File: src/rtl/fnd_scan_driver.sv
// Scans a latched 4-digit BCD value onto a common-anode FND with a blank gap between digit slots.
// Latency: outputs are registered one cycle behind the slot counter; digit data is snapshotted at the end of BLANK.
// Backpressure: none; loads are accepted on any cycle, including while the display is off.
module fnd_scan_driver #(
    parameter int unsigned CLK_HZ       = 100_000_000,
    parameter int unsigned SCAN_HZ      = 1_000,
    parameter int unsigned BLANK_CYCLES = 16,
    parameter bit          LZ_BLANK     = 1'b1
) (
    input  logic        i_clk,
    input  logic        i_reset,
    input  logic        i_load,
    input  logic [15:0] i_value,
    input  logic [3:0]  i_dp,
    input  logic        i_onOff,
    output logic [3:0]  o_digitPosition,
    output logic [7:0]  o_fndFont,
    output logic        o_frameTick
);

    localparam int unsigned DIV   = CLK_HZ / SCAN_HZ;
    localparam int unsigned CNT_W = (DIV > 1) ? $clog2(DIV) : 1;

    localparam logic [CNT_W-1:0] CNT_LAST  = CNT_W'(DIV - 1);
    localparam logic [CNT_W-1:0] CNT_SNAP  = CNT_W'(BLANK_CYCLES - 1);
    localparam logic [CNT_W-1:0] CNT_DRIVE = CNT_W'(BLANK_CYCLES);

    logic [15:0]      valueReg;
    logic [3:0]       dpReg;
    logic [CNT_W-1:0] cnt;
    logic [1:0]       index;

    logic [3:0]       snapNib;
    logic             snapDp;
    logic             snapBlank;

    logic [CNT_W-1:0] cntNext;
    logic [1:0]       indexNext;
    logic [3:0]       posNext;
    logic [7:0]       fontNext;
    logic             tickNext;
    logic             snapTake;
    logic             lzBlank;
    logic [3:0]       curNib;

    function automatic logic [7:0] fontOf(input logic [3:0] nib,
                                          input logic       dp,
                                          input logic       blank);
        logic [7:0] f;
        case (nib)
            4'd0:    f = 8'hC0;
            4'd1:    f = 8'hF9;
            4'd2:    f = 8'hA4;
            4'd3:    f = 8'hB0;
            4'd4:    f = 8'h99;
            4'd5:    f = 8'h92;
            4'd6:    f = 8'h82;
            4'd7:    f = 8'hF8;
            4'd8:    f = 8'h80;
            4'd9:    f = 8'h90;
            default: f = 8'hBF;
        endcase
        if (blank) begin
            f = 8'hFF;
        end
        // dp survives leading-zero blanking
        f[7] = ~dp;
        return f;
    endfunction

    // Leading-zero test for the digit about to be snapshotted; digit 0 always shows.
    always_comb begin
        lzBlank = 1'b0;
        case (index)
            2'd1:    lzBlank = (valueReg[15:4]  == 12'd0);
            2'd2:    lzBlank = (valueReg[15:8]  == 8'd0);
            2'd3:    lzBlank = (valueReg[15:12] == 4'd0);
            default: lzBlank = 1'b0;
        endcase
        if (!LZ_BLANK) begin
            lzBlank = 1'b0;
        end
    end

    assign curNib = valueReg[{index, 2'b00} +: 4];

    always_comb begin
        cntNext   = cnt;
        indexNext = index;
        posNext   = 4'b1111;
        fontNext  = 8'hFF;
        tickNext  = 1'b0;
        snapTake  = 1'b0;

        if (i_onOff) begin
            if (cnt == CNT_LAST) begin
                cntNext   = '0;
                indexNext = index + 2'd1;
                tickNext  = (index == 2'd3);
            end else begin
                cntNext = cnt + 1'b1;
            end

            snapTake = (cnt == CNT_SNAP);

            if (cnt >= CNT_DRIVE) begin
                posNext  = ~(4'b0001 << index);
                fontNext = fontOf(snapNib, snapDp, snapBlank);
            end
        end else begin
            cntNext   = '0;
            indexNext = '0;
        end
    end

    always_ff @(posedge i_clk) begin
        if (!i_reset) begin
            valueReg        <= '0;
            dpReg           <= '0;
            cnt             <= '0;
            index           <= '0;
            snapNib         <= '0;
            snapDp          <= 1'b0;
            snapBlank       <= 1'b0;
            o_digitPosition <= 4'b1111;
            o_fndFont       <= 8'hFF;
            o_frameTick     <= 1'b0;
        end else begin
            if (i_load) begin
                valueReg <= i_value;
                dpReg    <= i_dp;
            end
            // Snapshot reads the pre-load registers, so a coincident load lands next slot.
            if (snapTake) begin
                snapNib   <= curNib;
                snapDp    <= dpReg[index];
                snapBlank <= lzBlank;
            end
            cnt             <= cntNext;
            index           <= indexNext;
            o_digitPosition <= posNext;
            o_fndFont       <= fontNext;
            o_frameTick     <= tickNext;
        end
    end

endmodule

File: config.mk
export PLATFORM = sky130hd
export DESIGN_NAME = fnd_scan_driver
export DESIGN_NICKNAME = d
export VERILOG_FILES = /design/src/rtl/fnd_scan_driver.sv
export SDC_FILE = /design/constraint.sdc
export NUM_CORES = 1
export LEC_CHECK = 0
export CORE_MARGIN = 5
export CORE_UTILIZATION = 45
export DETAILED_ROUTE_END_ITERATION = 16
export PLACE_DENSITY = 0.71
export SLEW_MARGIN = 20
export SYNTH_ARGS = -nofsm -noshare
export SYNTH_HDL_FRONTEND = slang
export SYNTH_SLANG_ARGS = --single-unit
File: constraint.sdc
create_clock -name i_clk -period 1.8 [get_ports i_clk]
set_input_delay 0.36 -clock i_clk [delete_from_list [all_inputs] [get_ports i_clk]]
set_output_delay 0.36 -clock i_clk [all_outputs]
set_load 0.02 [all_outputs]
Word level (Yosys, flattened, before mapping)
Memory sizes are Yosys's and may differ from the RTL's. A register that Yosys moved wholly into a read port is not among the register bits.
Cells that the tools add are included.
Word-level totals
  output and inout port bits: 13
  ROM bits: 112
  word-level logic and storage cells: 39
  bits in registers: 51
  latch bits: 0
  bits in writable memories: 0
  memories kept: 1
Memories
  (name not given): words 16, bits a word 7, rd ports 1, clocked after memory_dff 1, write ports 0, line 50  | case (nib)
Operators by class
  add/sub/neg operators: 2
  muxes and demuxes: 4
  bitwise gates (word level): 5
  divide/modulo/power cells: 0
  reduce and logical (&&, ||, !) cells: 8
  $lt $le $gt $ge: 2
  shift-type cells: 2
  multiply operators: 0
  equality and inequality tests: 5
Operator list (count)
  $add A17 B1 Y17 const B: 1
  $eq A17 B17 Y1 const B: 1
  $eq A17 B4 Y1 const B: 1
  $ge A17 B5 Y1 const B: 1
  $shiftx A16 B5 Y4: 1
  $logic_not A12 Y1: 1
  $logic_not A8 Y1: 1
  $reduce_and A3 Y1: 2
  $eq A2 B2 Y1 const B: 2
  $logic_not A4 Y1: 1
  $not A1 Y1: 4
  $not A4 Y4: 1
  $reduce_or A4 Y1: 1
  $shl A1 B2 Y4 const A: 1
  $lt A2 B3 Y1 const B: 1
  $pmux W1 S3: 1
  $reduce_or A3 Y1: 1
  $add A2 B1 Y2 const B: 1
  $bmux W1 S2: 1
  $eq A2 B1 Y1 const B: 1
  $mux W1: 2
  $reduce_and A2 Y1: 1

Depth between registers and ports, before layout
Gate-level depths: netlist of the first run.
  depth in word-level cells: 3
  gate-level depth with buffers: 7
  gate-level depth less buffers: 6

Least setup slack after synthesis of the first run
No wires, ideal clock.
  path kind: register to register
  start: register index[0]
  end: register snapBlank
  period minus slack after synthesis: 1.678 ns
  data required time: 1.728 ns
  cell stages (with the launch flop): 8
  slack: 0.122 ns
  library setup time: 0.072 ns
  data arrival time: 1.606 ns
  cells stage by stage: dfxtp_1 > buf_2 > inv_1 > ha_1 > or4b_1 > nor3_1 > o211ai_1 > mux2i_1
Between the ends
  cells in the longest elaborated chain, start to end: 2
RTL lines
  start: declaration: line 31  | logic [1:0] index;
  start signal: assignment: line 140  | index <= indexNext;
  $eq A2 B2 Y1 / $eq A2 B1 Y1 (equally long branches): line 74  | case (index)
  $pmux W1 S3 *: line 74
  end signal: assignment: line 137  | snapBlank <= lzBlank;
  end: declaration: line 35  | logic snapBlank;
Mark *: on every way between the ends. The rest lies on a longest branch, timed or not.
A chain may end at the register's enable or synchronous reset.

Final worst setup path of the first run
  start: register o_fndFont[1]
  end: output port o_fndFont[1]
RTL lines
  start: declaration: line 17  | output logic [7:0] o_fndFont,
No word-level cell between the ends.

==> results.json, run 1 <==
{
  "status": "finished, final reports clean",
  "start_util_pct": 45.7,
  "muxShareOfSynthArea_pct": 13.9,
  "grt_max_degree": 33,
  "p_leak_nw": 1.25,
  "worstPathArrival_ps": 1250,
  "die_w_um": 87.1,
  "layout.nets": 350,
  "numCtsBuffers": 9,
  "final_util_pct": 57.3,
  "cpLargestDelayFamily": "buffers and inverters",
  "postCtsHoldBufs": 0,
  "antenna_cells": 0,
  "synthToLayoutAreaGrowth_pct": 25.4,
  "num_vias": 1987,
  "cap_violations": 0,
  "cts-resized-gates": 0,
  "place_area_mm2": 0.00313,
  "cpPeakStageDelay_ps": 590,
  "grt_pass1_vias": 1869,
  "max_slew_margin_pct": 74.4,
  "vdd_drop_max_mv": 0.510,
  "cts_tree": "done",
  "rsz0062_at_grt": "no",
  "groute.usage.overall_pct": 15.2,
  "synthDistinctLibCells": 37,
  "antenna_left": 0,
  "portBuffers": 36,
  "yosysWarnings": 0,
  "fin_area_mm2": 0.00335,
  "die_h_um": 87.1,
  "drive_gt1_share_pct": 11.3,
  "fin_crit_ps": 1610,
  "setup_viol_count_final": 0,
  "synthesis.area_mm2": 0.00267,
  "viasPerCell": 5.04,
  "synth_nets": 310,
  "power_per_cell_area_mw_per_mm2": 842,
  "worst_ep_required_time_ps": 1440,
  "gp_congestion": 0.818,
  "detail_route.wl_per_cell_um": 13.3,
  "drtPass1Iterations": 5,
  "rows": 28,
  "core-area_mm2": 0.00585,
  "overflow": 0,
  "cp_num_buf_inv": 1,
  "path_class": "reg2out",
  "slew_violations": 0,
  "cts_root_buf": "clkbuf_8",
  "synth_top_family_by_area": "simple AND/OR/NAND/NOR gates",
  "stdcell_count": 394,
  "min_path_type": "reg2reg",
  "post-cts-setup-buffers": 0,
  "synth_area_per_cell_um2": 9.76,
  "worst_pin_slew_ps": 382,
  "dp_hpwl_um": 3750,
  "grt_antenna_before_repair": 0,
  "nFillCells": 515,
  "pin_count": 37,
  "remaining_drc_errors": 0,
  "synth_fa_ha_area_share_pct": 5.62,
  "clk_pin_slew_worst_paths_ps": 70,
  "cpMaxStageDelayCell": "clkdlybuf4s50_1",
  "end_kind": "primary output",
  "yosys.area_share.simple_pct": 23.4,
  "crit_path_start_kind": "register",
  "max_freq_ghz": 0.620,
  "clock_path_buffers": 2,
  "ys_ff_latch": 58,
  "syn-instance-count": 274,
  "synth-compound-area-share_pct": 4.49,
  "yosys.area_share.xor_xnor_pct": 4.91,
  "finClkSkew_ps": 9.57,
  "crit_chain": "clkdlybuf4s50_1",
  "final_hold_viol_count": 0,
  "die_area_mm2": 0.00758,
  "drt-total-wl_um": 5260,
  "min_period_over_period_pct": 89.6,
  "insertion_delay_ps": 340,
  "cts_max_level": 3,
  "yosysSeqAreaShare_pct": 43.4,
  "clock_sinks": 58,
  "dp_cells": 378,
  "drt_iter0_drc": 135,
  "path_max_fanout": 1,
  "grt_pass1_wl_um": 8920
}
registers in the layout (all words and copies together), names as in the netlist:
signal and flops:
cnt 17, dpReg 4, index 2, o_digitPosition 4
o_fndFont 8, o_frameTick 1, snapBlank 1, snapDp 1
snapNib 4, valueReg 16
cells in the final DEF, fill, tap and decap left out, types with 3 or more instances in the layout:
cell type,Yosys,routed
nand2_1,25,25
mux2i_1,26,26
buf_4,1,5
dfxtp_1,58,58
nor2_1,22,22
clkbuf_8,0,10
xnor2_1,12,12
nor2b_1,20,20
clkdlybuf4s50_1,0,36
xor2_1,3,3
a21oi_1,9,9
mux4_2,5,5
nand3_1,6,6
nor3_1,7,7
inv_1,11,11
o21ai_0,8,8
nand4_1,8,8
nor4_1,8,8
ha_1,12,12
per-stage QoR:
step	setup slack [ps]	setup TNS, ps	hold WS, ps	power, mW
global route	133	0	396	2.94
global placement	18.1	0	368	1.53
finish	187	0	383	2.82
detailed placement	-51.3	-169	374	1.53
CTS	162	0	390	2.86
floorplan	122	0	358	1.44
layout make-up:
type	instances	area, um2	share of cell area, %
multi-input cells	191	1400	41.8
flip-flops and latches	58	1160	34.6
repair buffers	43	438	13.1
clock buffers	11	141	4.22
well taps	75	93.8	2.80
clock inverters	5	77.6	2.31
inverters	11	41.3	1.23
final timing paths:
| check | depth (start not counted) | start | endpoint | slack, ps |
|---|---|---|---|---|
| worst max-delay path | 1 | o_fndFont[1]$_SDFF_PP1_ | o_fndFont[1] | 190 |
| worst min-delay path | 1 | snapDp$_SDFFE_PN0P_ | o_fndFont[7]$_SDFF_PN1_ | 380 |
| worst max register to register | 5 | cnt[1]$_SDFF_PP0_ | index[0]$_SDFFE_PN0P_ | 290 |
| worst min register to register | 1 | snapDp$_SDFFE_PN0P_ | o_fndFont[7]$_SDFF_PN1_ | 380 |
Yosys cell counts (all sizes together):
library cell  instances  area [um2]
nand4                 8        50.1
a211o                 1        8.76
nand2                25        93.8
o21ai                 8        40.0
or2                   1        6.26
buf                   8        47.5
mux4                  5         113
or4b                  1        10.0
xor2                  3        26.3
a21oi                 9        45.0
and4                  2        22.5
and2                  1        6.26
nand2b                2        12.5
nor2                 22        82.6
nor2b                20         125
nor4                  9        71.3
clkbuf                6        23.8
inv                  11        41.3
ha                   12         150
o211ai                1        7.51
dfxtp                58        1160
xnor2                12         105
o21bai                1        11.3
and3                  2        12.5
nand3                 9        75.1
or3                   2        12.5
mux2i                26         260
a211oi                1        7.51
nor3                  8        45.0
where the power goes:
part / switching, mW / leakage, nW / internal (mW)
logic: 0.0625 / 0.673 / 0.104
clock network: 0.513 / 0.109 / 0.812
registers: 0.0206 / 0.472 / 1.31
metal layers:
layer  wire length, um  track usage (%)
met1              2500             20.1
met2              2340             22.6
met3               261             2.84
met4               152             10.2
met5                 0                0
cells by family after synthesis:
logic type,after synthesis
XOR/XNOR,15
flip-flops,58
AO/OA/AOI/OAI,21
AND/OR/NAND/NOR,112
multiplexers,31
buffers and inverters,25
adder cells (fa/ha/maj),12
(Power assumes the default switching activity.)
==> run 2, diff against run 1 <==
--- a/config.mk
+++ b/config.mk
@@ -6,9 +6,9 @@
 export NUM_CORES = 1
 export LEC_CHECK = 0
 export CORE_MARGIN = 5
-export CORE_UTILIZATION = 45
+export CORE_UTILIZATION = 49
 export DETAILED_ROUTE_END_ITERATION = 16
-export PLACE_DENSITY = 0.71
+export PLACE_DENSITY = 0.76
 export SLEW_MARGIN = 20
 export SYNTH_ARGS = -nofsm -noshare
 export SYNTH_HDL_FRONTEND = slang
==> results.json, run 2 (synthesis gave the netlist of run 1 again) <==
{
  "status": "finished, final reports clean",
  "pwr-share-seq_pct": 46.0,
  "worst_ep_required_time_ps": 1440,
  "dp_cells": 376,
  "cts_root_buf": "clkbuf_8",
  "pin_count": 37,
  "timing.final.ws_setup_ps": 188,
  "power_per_cell_area_mw_per_mm2": 859,
  "insertion_delay_ps": 340,
  "final_common_cell": "dfxtp_1",
  "setup_viol_count_final": 0,
  "reg_top3": "cnt x17, valueReg x16, o_fndFont x8",
  "die_h_um": 83.9,
  "fin_crit_ps": 1610,
  "path_max_fanout": 1,
  "numCtsBuffers": 9,
  "cpMaxStageDelayCell": "clkdlybuf4s50_1",
  "rsz0062_at_grt": "no",
  "start_util_pct": 51.4,
  "remaining_drc_errors": 0,
  "mostFrequentLayoutCells": "dfxtp_1, clkdlybuf4s50_1, mux2i_1, nand2_1, nor2_1",
  "drt-total-wl_um": 5110,
  "groute.usage.overall_pct": 15.1,
  "rows": 26,
  "clockPowerShare_pct": 48.3,
  "grt_pass1_vias": 1869,
  "crit_chain": "clkdlybuf4s50_1",
  "viasPerCell": 5.12,
  "layout.nets": 353,
  "synthToLayoutAreaGrowth_pct": 26.3,
  "antenna_left": 0,
  "clock_sinks": 58,
  "core-area_mm2": 0.00520,
  "hold_slack_ps": 401,
  "path_class": "reg2out",
  "antenna_cells": 0,
  "detail_route.wl_per_cell_um": 13.0,
  "max_freq_ghz": 0.620,
  "final_hold_viol_count": 0,
  "top_register": "cnt",
  "crit_path_start_kind": "register",
  "switching_share_pct": 20.5,
  "cpPeakStageDelay_ps": 600,
  "die_w_um": 83.9,
  "drtPass1Iterations": 4,
  "worst_pin_slew_ps": 391,
  "clock_path_buffers": 2,
  "overflow": 0,
  "die_area_mm2": 0.00703,
  "grt_max_degree": 31,
  "clk_pin_slew_worst_paths_ps": 70,
  "post-cts-setup-buffers": 0,
  "p_int_mw": 2.31,
  "grt_pass1_wl_um": 8380,
  "stdcell_count": 392,
  "p_leak_nw": 1.27,
  "nFillCells": 438,
  "vdd_drop_max_mv": 0.696,
  "largest_register_ffs": 17,
  "min_path_type": "reg2reg",
  "dpl_worst_slack_ps": -9.55,
  "cts_max_level": 3,
  "portBuffers": 36,
  "drive_gt1_share_pct": 12.4,
  "cts-resized-gates": 0,
  "cap_violations": 0,
  "p_comb_share_pct": 5.7,
  "finClkSkew_ps": 8.58,
  "cpLargestDelayFamily": "buffers and inverters",
  "max_slew_margin_pct": 73.7,
  "dp_hpwl_um": 3680,
  "p_sw_mw": 0.593,
  "drt_iter0_drc": 117,
  "cts_tree": "done",
  "cp_num_buf_inv": 1,
  "gp_congestion": 0.832,
  "postCtsHoldBufs": 0,
  "grt_antenna_before_repair": 0,
  "slew_violations": 0,
  "worstPathArrival_ps": 1250,
  "num_vias": 2007,
  "final_util_pct": 64.9,
  "end_kind": "primary output",
  "min_period_over_period_pct": 89.6
}
-- run 2: metal layers --
layer,routed length [um],vias up,track usage (%)
li1,-,1030,-
met1,2420,916,19.0
met2,2260,48,22.6
met3,295,13,4.05
met4,130,0,9.94
met5,0,-,0
-- run 2: power groups by stage --
stage          clock network (mW)  registers [mW]  logic [mW]
2_1_floorplan                   0            1.35      0.0864
3_3_place_gp                    0            1.36       0.166
3_5_place_dp                    0            1.36       0.168
4_1_cts                      1.42            1.33       0.169
5_1_grt                      1.47            1.34       0.183
6_report                     1.40            1.33       0.167
-- run 2: final cells by class --
class	instances	area [um2]	area share (%)
timing repair buffer	46	448	13.3
multi-input combinational	191	1400	41.5
tap	70	87.6	2.59
sequential	58	1160	34.4
inverter	11	41.3	1.22
clock buffer	12	165	4.89
clock inverter	4	72.6	2.15
-- run 2: through the flow --
stage / instance area, um2 / TNS, ps / total power, mW
final: 3380 / 0 / 2.90
after global routing: 3380 / 0 / 2.99
after CTS: 3380 / 0 / 2.92
after detailed placement: 3140 / -9.55 / 1.53
after global placement: 3140 / 0 / 1.53
after floorplan: 2670 / 0 / 1.44
-- run 2: path summary, 6_finish.rpt --
path / start / endpoint / slack, ps / depth (start not counted)
max: o_fndFont[4]$_SDFF_PP1_ / o_fndFont[4] / 190 / 1
min: snapDp$_SDFFE_PN0P_ / o_fndFont[7]$_SDFF_PN1_ / 400 / 1
max reg2reg: cnt[0]$_SDFF_PP0_ / cnt[16]$_SDFF_PP0_ / 240 / 5
min reg2reg: snapDp$_SDFFE_PN0P_ / o_fndFont[7]$_SDFF_PN1_ / 400 / 1
